`src/rtl/systolic_array_driver_pkg.sv`:
```
// Shared definitions for the systolic array driver: pipeline depth,
// FSM state encoding and FIFO sizing helpers.
package systolic_array_driver_pkg;

    localparam int STAGES  = 3;
    localparam int LATENCY = STAGES + 1;

    typedef enum logic [0:0] {
        IDLE = 1'b0,
        RUN  = 1'b1
    } state_t;

    // Bits needed to hold an occupancy count from 0 up to depth inclusive.
    function automatic int fifo_cnt_w(input int depth);
        return $clog2(depth + 1);
    endfunction

    // Bits needed to address depth entries (at least one bit).
    function automatic int fifo_ptr_w(input int depth);
        return (depth > 1) ? $clog2(depth) : 1;
    endfunction

endpackage

```
`src/rtl/systolic_array_driver_fifo.sv`:
```
// Synchronous result FIFO with occupancy count. A push while full is only
// taken when a pop frees the head in the same cycle; a pop while empty is
// ignored, so push and pop together at either boundary are safe.
module sync_fifo
    import systolic_array_driver_pkg::*;
#(
    parameter int WIDTH = 16,
    parameter int DEPTH = 4
) (
    input  logic                          clk,
    input  logic                          rst,
    input  logic                          push,
    input  logic [WIDTH-1:0]              din,
    input  logic                          pop,
    output logic [WIDTH-1:0]              dout,
    output logic                          full,
    output logic                          empty,
    output logic [fifo_cnt_w(DEPTH)-1:0]  count
);

    localparam int CW = fifo_cnt_w(DEPTH);
    localparam int PW = fifo_ptr_w(DEPTH);

    logic [WIDTH-1:0] mem_r [DEPTH];
    logic [PW-1:0]    wr_ptr_r;
    logic [PW-1:0]    rd_ptr_r;
    logic [CW-1:0]    count_r;
    logic             do_push_s;
    logic             do_pop_s;

    function automatic logic [PW-1:0] ptr_inc(input logic [PW-1:0] p);
        if (p == PW'(DEPTH - 1)) begin
            return {PW{1'b0}};
        end else begin
            return p + PW'(1);
        end
    endfunction

    assign full      = (count_r == CW'(DEPTH));
    assign empty     = (count_r == {CW{1'b0}});
    assign count     = count_r;
    assign dout      = mem_r[rd_ptr_r];
    assign do_pop_s  = pop && !empty;
    assign do_push_s = push && (!full || do_pop_s);

    // Storage, pointers and occupancy; reset discards every entry.
    always_ff @(posedge clk or posedge rst) begin
        if (rst) begin
            for (int i = 0; i < DEPTH; i++) begin
                mem_r[i] <= {WIDTH{1'b0}};
            end
            wr_ptr_r <= {PW{1'b0}};
            rd_ptr_r <= {PW{1'b0}};
            count_r  <= {CW{1'b0}};
        end else begin
            if (do_push_s) begin
                mem_r[wr_ptr_r] <= din;
                wr_ptr_r        <= ptr_inc(wr_ptr_r);
            end
            if (do_pop_s) begin
                rd_ptr_r <= ptr_inc(rd_ptr_r);
            end
            case ({do_push_s, do_pop_s})
                2'b10:   count_r <= count_r + CW'(1);
                2'b01:   count_r <= count_r - CW'(1);
                default: count_r <= count_r;
            endcase
        end
    end

endmodule

```
`src/rtl/systolic_array_driver.sv`:
```
// Front/back end for a 3-slice systolic MAC chain. Vectors are accepted one
// per cycle, x is skewed one slice per cycle, and the chain output is
// captured LATENCY edges after accept into a result FIFO. A credit count
// (in-flight plus queued) keeps the FIFO from ever overflowing.
module systolic_array_driver
    import systolic_array_driver_pkg::*;
#(
    parameter int WIDTH      = 8,
    parameter int FIFO_DEPTH = 4
) (
    input  logic                 clk,
    input  logic                 rst,
    input  logic                 w_valid,
    output logic                 w_ready,
    input  logic [WIDTH-1:0]     w_in1,
    input  logic [WIDTH-1:0]     w_in2,
    input  logic [WIDTH-1:0]     w_in3,
    input  logic                 s_valid,
    output logic                 s_ready,
    input  logic [WIDTH-1:0]     s_x1,
    input  logic [WIDTH-1:0]     s_x2,
    input  logic [WIDTH-1:0]     s_x3,
    input  logic [2*WIDTH-1:0]   s_yin,
    output logic [WIDTH-1:0]     a_w1,
    output logic [WIDTH-1:0]     a_w2,
    output logic [WIDTH-1:0]     a_w3,
    output logic [WIDTH-1:0]     a_x1,
    output logic [WIDTH-1:0]     a_x2,
    output logic [WIDTH-1:0]     a_x3,
    output logic [2*WIDTH-1:0]   a_yin,
    input  logic [2*WIDTH-1:0]   a_y,
    output logic                 m_valid,
    input  logic                 m_ready,
    output logic [2*WIDTH-1:0]   m_y
);

    localparam int YW = 2 * WIDTH;
    localparam int CW = fifo_cnt_w(FIFO_DEPTH);
    localparam int IW = fifo_cnt_w(LATENCY);
    localparam int SW = ((CW > IW) ? CW : IW) + 1;

    state_t             state_r;
    state_t             state_s;
    logic [LATENCY-1:0] valid_r;
    logic [WIDTH-1:0]   x2_skew_r;
    logic [WIDTH-1:0]   x3_skew1_r;
    logic [WIDTH-1:0]   x3_skew2_r;
    logic [IW-1:0]      inflight_s;
    logic [SW-1:0]      credit_sum_s;
    logic [CW-1:0]      fifo_count_s;
    logic               fifo_empty_s;
    logic               fifo_full_s;
    logic               w_load_s;
    logic               accept_s;
    logic               pop_s;

    assign w_ready      = (state_r == IDLE);
    assign w_load_s     = w_valid && w_ready;
    assign credit_sum_s = SW'(inflight_s) + SW'(fifo_count_s);
    assign s_ready      = (credit_sum_s < SW'(FIFO_DEPTH)) && !fifo_full_s && !w_load_s;
    assign accept_s     = s_valid && s_ready;
    assign m_valid      = !fifo_empty_s;
    assign pop_s        = m_valid && m_ready;

    // Number of vectors currently travelling through the chain.
    always_comb begin
        inflight_s = {IW{1'b0}};
        for (int i = 0; i < LATENCY; i++) begin
            inflight_s = inflight_s + IW'(valid_r[i]);
        end
    end

    // Next state: RUN while anything is in flight or being accepted.
    always_comb begin
        state_s = state_r;
        case (state_r)
            IDLE: begin
                if (accept_s) begin
                    state_s = RUN;
                end else begin
                    state_s = IDLE;
                end
            end
            RUN: begin
                if (!accept_s && (valid_r[LATENCY-2:0] == {(LATENCY-1){1'b0}})) begin
                    state_s = IDLE;
                end else begin
                    state_s = RUN;
                end
            end
            default: state_s = IDLE;
        endcase
    end

    // State register.
    always_ff @(posedge clk or posedge rst) begin
        if (rst) begin
            state_r <= IDLE;
        end else begin
            state_r <= state_s;
        end
    end

    // Weight registers: loaded only while no vector is in flight.
    always_ff @(posedge clk or posedge rst) begin
        if (rst) begin
            a_w1 <= {WIDTH{1'b0}};
            a_w2 <= {WIDTH{1'b0}};
            a_w3 <= {WIDTH{1'b0}};
        end else if (w_load_s) begin
            a_w1 <= w_in1;
            a_w2 <= w_in2;
            a_w3 <= w_in3;
        end
    end

    // Skew pipeline: stage k drives its slice one cycle after stage k-1;
    // stages without a valid vector drive zeros.
    always_ff @(posedge clk or posedge rst) begin
        if (rst) begin
            valid_r    <= {LATENCY{1'b0}};
            a_x1       <= {WIDTH{1'b0}};
            a_yin      <= {YW{1'b0}};
            a_x2       <= {WIDTH{1'b0}};
            a_x3       <= {WIDTH{1'b0}};
            x2_skew_r  <= {WIDTH{1'b0}};
            x3_skew1_r <= {WIDTH{1'b0}};
            x3_skew2_r <= {WIDTH{1'b0}};
        end else begin
            valid_r    <= {valid_r[LATENCY-2:0], accept_s};
            a_x1       <= accept_s ? s_x1  : {WIDTH{1'b0}};
            a_yin      <= accept_s ? s_yin : {YW{1'b0}};
            x2_skew_r  <= accept_s ? s_x2  : {WIDTH{1'b0}};
            x3_skew1_r <= accept_s ? s_x3  : {WIDTH{1'b0}};
            a_x2       <= valid_r[0] ? x2_skew_r  : {WIDTH{1'b0}};
            x3_skew2_r <= valid_r[0] ? x3_skew1_r : {WIDTH{1'b0}};
            a_x3       <= valid_r[1] ? x3_skew2_r : {WIDTH{1'b0}};
        end
    end

    sync_fifo #(
        .WIDTH (YW),
        .DEPTH (FIFO_DEPTH)
    ) u_fifo (
        .clk   (clk),
        .rst   (rst),
        .push  (valid_r[LATENCY-1]),
        .din   (a_y),
        .pop   (pop_s),
        .dout  (m_y),
        .full  (fifo_full_s),
        .empty (fifo_empty_s),
        .count (fifo_count_s)
    );

endmodule

```
`config.mk`:
```
export PLATFORM = sky130hd
export DESIGN_NAME = systolic_array_driver
export DESIGN_NICKNAME = d
export VERILOG_FILES = /design/src/rtl/systolic_array_driver_pkg.sv /design/src/rtl/systolic_array_driver_fifo.sv /design/src/rtl/systolic_array_driver.sv
export SDC_FILE = /design/constraint.sdc
export NUM_CORES = 1
export LEC_CHECK = 0
export BUFFER_PORTS_ARGS = -buffer_cell sky130_fd_sc_hd__buf_2
export CAP_MARGIN = 10
export CORE_MARGIN = 5
export CORE_UTILIZATION = 50
export CTS_BUF_LIST = sky130_fd_sc_hd__clkbuf_2
export DETAILED_ROUTE_END_ITERATION = 6
export GPL_ROUTABILITY_DRIVEN = 0
export PLACE_DENSITY = 0.73
export SLEW_MARGIN = 20
export SYNTH_ARGS = -nofsm -noshare
export SYNTH_HDL_FRONTEND = slang
export SYNTH_SLANG_ARGS = --single-unit
```
`constraint.sdc`:
```
create_clock -name clk -period 10 [get_ports clk]
set_input_delay 0.5 -clock clk [delete_from_list [all_inputs] [get_ports clk]]
set_output_delay 0.5 -clock clk [all_outputs]
set_load 0.02 [all_outputs]
```
# After elaboration in Yosys (flattened, before gate mapping)
# Cells that the tools add are included.
# word_totals
input_bits,85
word_cells,75
reg_bits,164
# op_classes
n_eq_ne,5
bitwise_logic,3
magnitude_cmp,4
n_reduce_logical,17
muxes,19
add_sub_neg,8
# ops
op,n
64-bit bitwise mux,1
16-bit two-way mux,4
8-bit two-way mux,6
16-bit binary-select mux with 2-bit select,1
16-bit demux with 2-bit select,1
1-bit logical AND,9
"2-bit == test, second input constant",3
"3-bit >= comparator, second input constant",2
3-bit logical NOT,2
2-bit inverter with 3-bit output,2
3-bit case mux with 2 select lines,1
"2-bit by 1-bit adder with 2-bit output, second input constant",2
3-bit by 3-bit adder with 4-bit output,1
1-bit logical NOT,4
"4-bit by 3-bit < comparator with 1-bit output, second input constant",1
2-bit two-way mux,2
2-bit by 1-bit adder with 3-bit output,1
3-bit by 1-bit adder with 3-bit output,1
"3-bit by 1-bit adder with 3-bit output, second input constant",1
"3-bit == test, second input constant",1
"3-bit by 1-bit < comparator with 1-bit output, second input constant",1
"3-bit by 1-bit subtractor with 3-bit output, second input constant",1
1-bit by 1-bit adder with 2-bit output,1
"2-bit by 1-bit == test with 1-bit output, second input constant",1
5 further kinds,6

# Longest topological paths before layout
# depth
ltp_word,12
mapped_depth,9
ltp_nobuf,9

# Hierarchy
# From an unflattened synthesis, not the netlist that was laid out.
# unflattened
cells_unflattened,414
hier_area_um2,6706.4
# modules_own_cells
module,area_per_inst_um2,cells_per_inst,n_inst,seq_area_each_um2
sync_fifo,3512.1,207,1,1776.7
systolic_array_driver,3194.3,207,1,2327.2

# Least setup slack after synthesis
# No wires, ideal clock.
# synth_path
kind,reg2out
startpoint,register valid_r[0]
endpoint,output s_ready
t_required_ns,9.500
path_buffers,0
slack_ns,6.949
stages_incl_launch_ff,5
t_arrival_ns,2.551
cell_sequence,dfrtp_1 -> fa_1 -> ha_1 -> a21o_1 -> a2111oi_0
# synth_between
elab_chain_len,7
# synth_rtl
item,line_no,text
from (decl),systolic_array_driver.sv:44,logic [LATENCY-1:0] valid_r;
from (signal assigned),systolic_array_driver.sv:121,valid_r <= {LATENCY{1'b0}};
from (signal assigned),systolic_array_driver.sv:130,"valid_r <= {valid_r[LATENCY-2:0], accept_s};"
1-bit by 1-bit adder with 2-bit output,systolic_array_driver.sv:69,inflight_s = inflight_s + IW'(valid_r[i]);
2-bit by 1-bit adder with 3-bit output,systolic_array_driver.sv:69,
3-bit by 1-bit adder with 3-bit output,systolic_array_driver.sv:69,
3-bit by 3-bit adder with 4-bit output,systolic_array_driver.sv:59,assign credit_sum_s = SW'(inflight_s) + SW'(fifo_count_s);
4-bit by 3-bit < comparator with 1-bit output,systolic_array_driver.sv:60,assign s_ready = (credit_sum_s < SW'(FIFO_DEPTH)) && !fifo_full_s && !w_load_s;
1-bit logical AND (2 in series),systolic_array_driver.sv:60,
to (decl),systolic_array_driver.sv:19,"output logic s_ready,"
# Every way passes these cells.

# Worst setup path in the final report
# Same ends and word-level chain as after synthesis.

==> run summary <==
The run finished with clean final reports. Counting every net in the synthesized netlist gives 495. The area of the core region was 12570 um2. The register with the most flip-flops is u_fifo.mem_r.

Yosys printed 0 warnings. The transition at the pin with the smallest max-transition slack is 1.016 ns. The final layout contains 749 nets. The filler cells instantiated in the layout total 870.

In the synthesized netlist, the cells that appear most often are 164 x sky130_fd_sc_hd__dfrtp_1, 92 x sky130_fd_sc_hd__mux2_2, 64 x sky130_fd_sc_hd__and2_1. Number of register bits inferred by synthesis: 164. The average vias per placed instance was 4.881; the number of rows created at floorplan was 41. For this run, asynchronously set or reset flops after synthesis account for 100.0%.

Of the total power, registers draw 46.8%. Dividing the detail-routed wire length by the instance count gives 16.59 um. CTS placed an instance of sky130_fd_sc_hd__clkbuf_2 at the clock tree root.

Counting flops with a built-in enable in the synthesized netlist gives 0. Across the whole layout, storage elements account for 4105 um2. For the highest attainable clock frequency, the log shows 0.2822 GHz.

The largest registers in the layout are u_fifo.mem_r (64), a_yin (16). Global routing consumed, over all layers together, 20.02% of the routing resources. Yosys instantiated no cell more often than sky130_fd_sc_hd__dfrtp_1.

No sink is reached through more buffers than the 2 on the longest clock path. Max-cap violations in this run came to 0. The number of distinct library cells after synthesis was 23. The endpoint class of the critical path is an output port. Net switching is 35.60% of the power. Ranked by total cell area, the synthesized netlist is headed by sky130_fd_sc_hd__dfrtp_1 64%, sky130_fd_sc_hd__mux2_2 16%, sky130_fd_sc_hd__and2_1 6.3%. The worst setup path is launched from a register. The logs give 97 for the maximum number of pins on one net before global-route repair and 0.71 ns for the clock network latency to the later pin of the worst-skew pair. Measured along the y axis, the die boundary spans 123.0 um. The headroom to the max-slew limit came out at 32.16%. The top cell type by area accounts for 64.26% of the synthesized area.

For this run, the leading register cell type out of synthesis is sky130_fd_sc_hd__dfrtp_1. Setup repair after global routing left no endpoint under its margin. The largest total area in the synthesized netlist belongs to sky130_fd_sc_hd__dfrtp_1. The die is 123.0 um wide. The run gives 4618 as the number of global-route vias before repair.

Synthesis produced 399 cells. The logs give 0 for the max-slew violation count and 168 for the number of primary I/O pins. The first detailed-routing pass took 4 iterations. The die covers 15130 um2. The type of the worst min-delay path is in -> reg. In this run the worst path has a maximum fanout of 19. The run gives 9.50 ns as the required time at the worst-slack endpoint. The mean area per synthesized cell works out to 16.01 um2. The clock net in this run drives a total of 164 sinks.

The register with the most flip-flops in the layout has 64 of them. Summing over every cut layer, the via total after detailed routing is 4090. Setup violations remaining at the end of the flow were counted as 0. The first global-routing pass estimated 22970 um of wire. Dividing the final minimum period by the clock period gives 35.44%.

The finished cells cover 8426 um2. The minimum clock period after layout is 3.544 ns, and the total DRC errors in the routed layout is 0. The fraction of power consumed by the clock network is 16.2%, and the layout overhead on the synthesized area is 31.94%.

Summing all multi-input logic gate instances after layout gives 2150 um2. The worst setup path is of the reg -> out kind. The maximum level of the CTS H-tree was 4; the sequential-to-total area share from yosys stat was 64.26%. The switching power total is 789.7 uW.

In the final layout, the share of cells above drive strength 1 is 47.82%. The cell depth of the worst flop-to-flop path works out to 6. The overflow left after global routing is 0, and the summed instance area of the synthesized netlist is 6386 um2. The tools report the maximum clock skew at final layout as 0.03361 ns. Prior to clock tree synthesis, the placed netlist has a worst setup slack of 7.240 ns. TritonCTS built the clock tree. For the total detailed-routing wirelength, the log shows 13910 um.

Initial antenna violation count: 1. The instance count along the most critical hold path was 3. In this run the power density over the cells is 263.3 nW/um2. The HPWL after detailed placement was 8532 um; the setup slack of the critical path after layout was 6.456 ns.

Summed over all failing endpoints, the final setup total negative slack is 0 ns. In this run the tool buffered the top-level ports with 167 buffer cells. The hold violation count in the final report was 0.

The run gives 37.1% as the share of power burned in combinational logic. The standby leakage power was 0.004102 uW. STA puts the critical path data arrival time at 3.04 ns.

Clock-pin slew was measured on the worst setup and hold paths at 0.25 ns. TritonCTS created 17 clock buffers. In this run the cell area measured after placement is 7370 um2. The count of nets left with antenna violations once routing finished came out at 0.

Starting density of the core: 50.81%. The worst-case IR drop observed on VDD is 0.1466 mV. For the internal power, the log shows 1428 uW.

The overall power consumption is 2218 uW. For this block, the initial DRC count from the detailed router was 207.
==> metal layers <==
layer  track usage, %  part of all wire [%]  routed length (um)  vias to the layer above
li1                 -                     -                   -                     1866
met5                0                     0                   0                        -
met2            32.08                    49                6758                      148
met4            8.581                   2.4                 339                        0
met3            7.685                   8.2                1147                       27
met1            24.36                    41                5660                     2049
==> power by group through the flow <==
stage	sequential, uW	clock (uW)	combinational (uW)
after global placement	1040	0	786
after detailed placement	1050	0	806
after global routing	1070	404	892
after CTS	1040	369	830
final	1040	358	823
after floorplan	1050	0	563
==> final cells by class <==
type	count	area share, %
Clock inverter	13	1.797
Tap cell	172	2.554
Multi-Input combinational cell	209	25.51
Clock buffer	18	1.069
Timing Repair Buffer	251	19.81
Inverter	10	0.5049
Antenna cell	1	0.02970
Sequential cell	164	48.72
==> cells by family (layout without fill, tap and decap cells) <==
| logic type | count (synthesis) | in the layout | synth area share (%) |
|---|---|---|---|
| AOI/OAI and AO/OA | 4 | 4 | 0.8033 |
| xor gates and xnor gates | 3 | 3 | 0.4115 |
| and+or+nand+nor | 82 | 82 | 7.994 |
| other | 0 | 1 | 0 |
| buffers and inverters | 26 | 292 | 2.116 |
| adders and majority gates | 11 | 11 | 2.390 |
| muxes | 109 | 109 | 22.02 |
| DFF | 164 | 164 | 64.26 |
==> path summary, 6_finish.rpt <==
kind                            start            endpoint  slack (ns)
min in group asynchronous         rst             a_x3[4]        0.49
max                        valid_r[0]             s_ready        6.46
max in group asynchronous         rst  u_fifo.rd_ptr_r[0]        8.10
max reg2reg                valid_r[0]            a_yin[7]        7.39
min reg2reg                valid_r[2]          valid_r[3]        0.44
min                           m_ready  u_fifo.rd_ptr_r[0]        0.21
==> per-stage QoR <==
step	std cells	utilization (%)	hold slack (ns)
after floorplan	399	-	0.3665
after global placement	725	58.64	0.3861
after detailed placement	725	58.64	0.3838
after CTS	837	67.01	0.1172
after global routing	838	67.04	0.1225
final	838	67.04	0.2060
==> worst max-delay path, stage by stage, from the launching register on <==
cell                        delay [ns]
sky130_fd_sc_hd__dfrtp_1          0.69
sky130_fd_sc_hd__fa_1             0.48
sky130_fd_sc_hd__ha_1             0.27
sky130_fd_sc_hd__a21o_1           0.21
sky130_fd_sc_hd__a2111oi_0        0.42
sky130_fd_sc_hd__buf_2            0.25
==> cell usage in the layout (no fill, tap or decap), types with 4 or more instances in the layout <==
cell type                       Yosys  routed
sky130_fd_sc_hd__inv_6              0       5
sky130_fd_sc_hd__clkbuf_2           0      18
sky130_fd_sc_hd__nor2_2             4       4
sky130_fd_sc_hd__inv_1             10       9
sky130_fd_sc_hd__and2_1            64      64
sky130_fd_sc_hd__dfrtp_1          164     163
sky130_fd_sc_hd__mux2_2            92      92
sky130_fd_sc_hd__mux4_2            16      16
sky130_fd_sc_hd__nand2_1            5       5
sky130_fd_sc_hd__ha_1               9       9
sky130_fd_sc_hd__buf_2              6     167
sky130_fd_sc_hd__dlygate4sd3_1      0      81
==> what timing repair did <==
item	CTS	global route
hold buffers	81	0
resized for setup	0	0
hold endpoints to repair	223	0
buffers inserted	0	0
No activity file was read; power rests on OpenSTA's default activity.
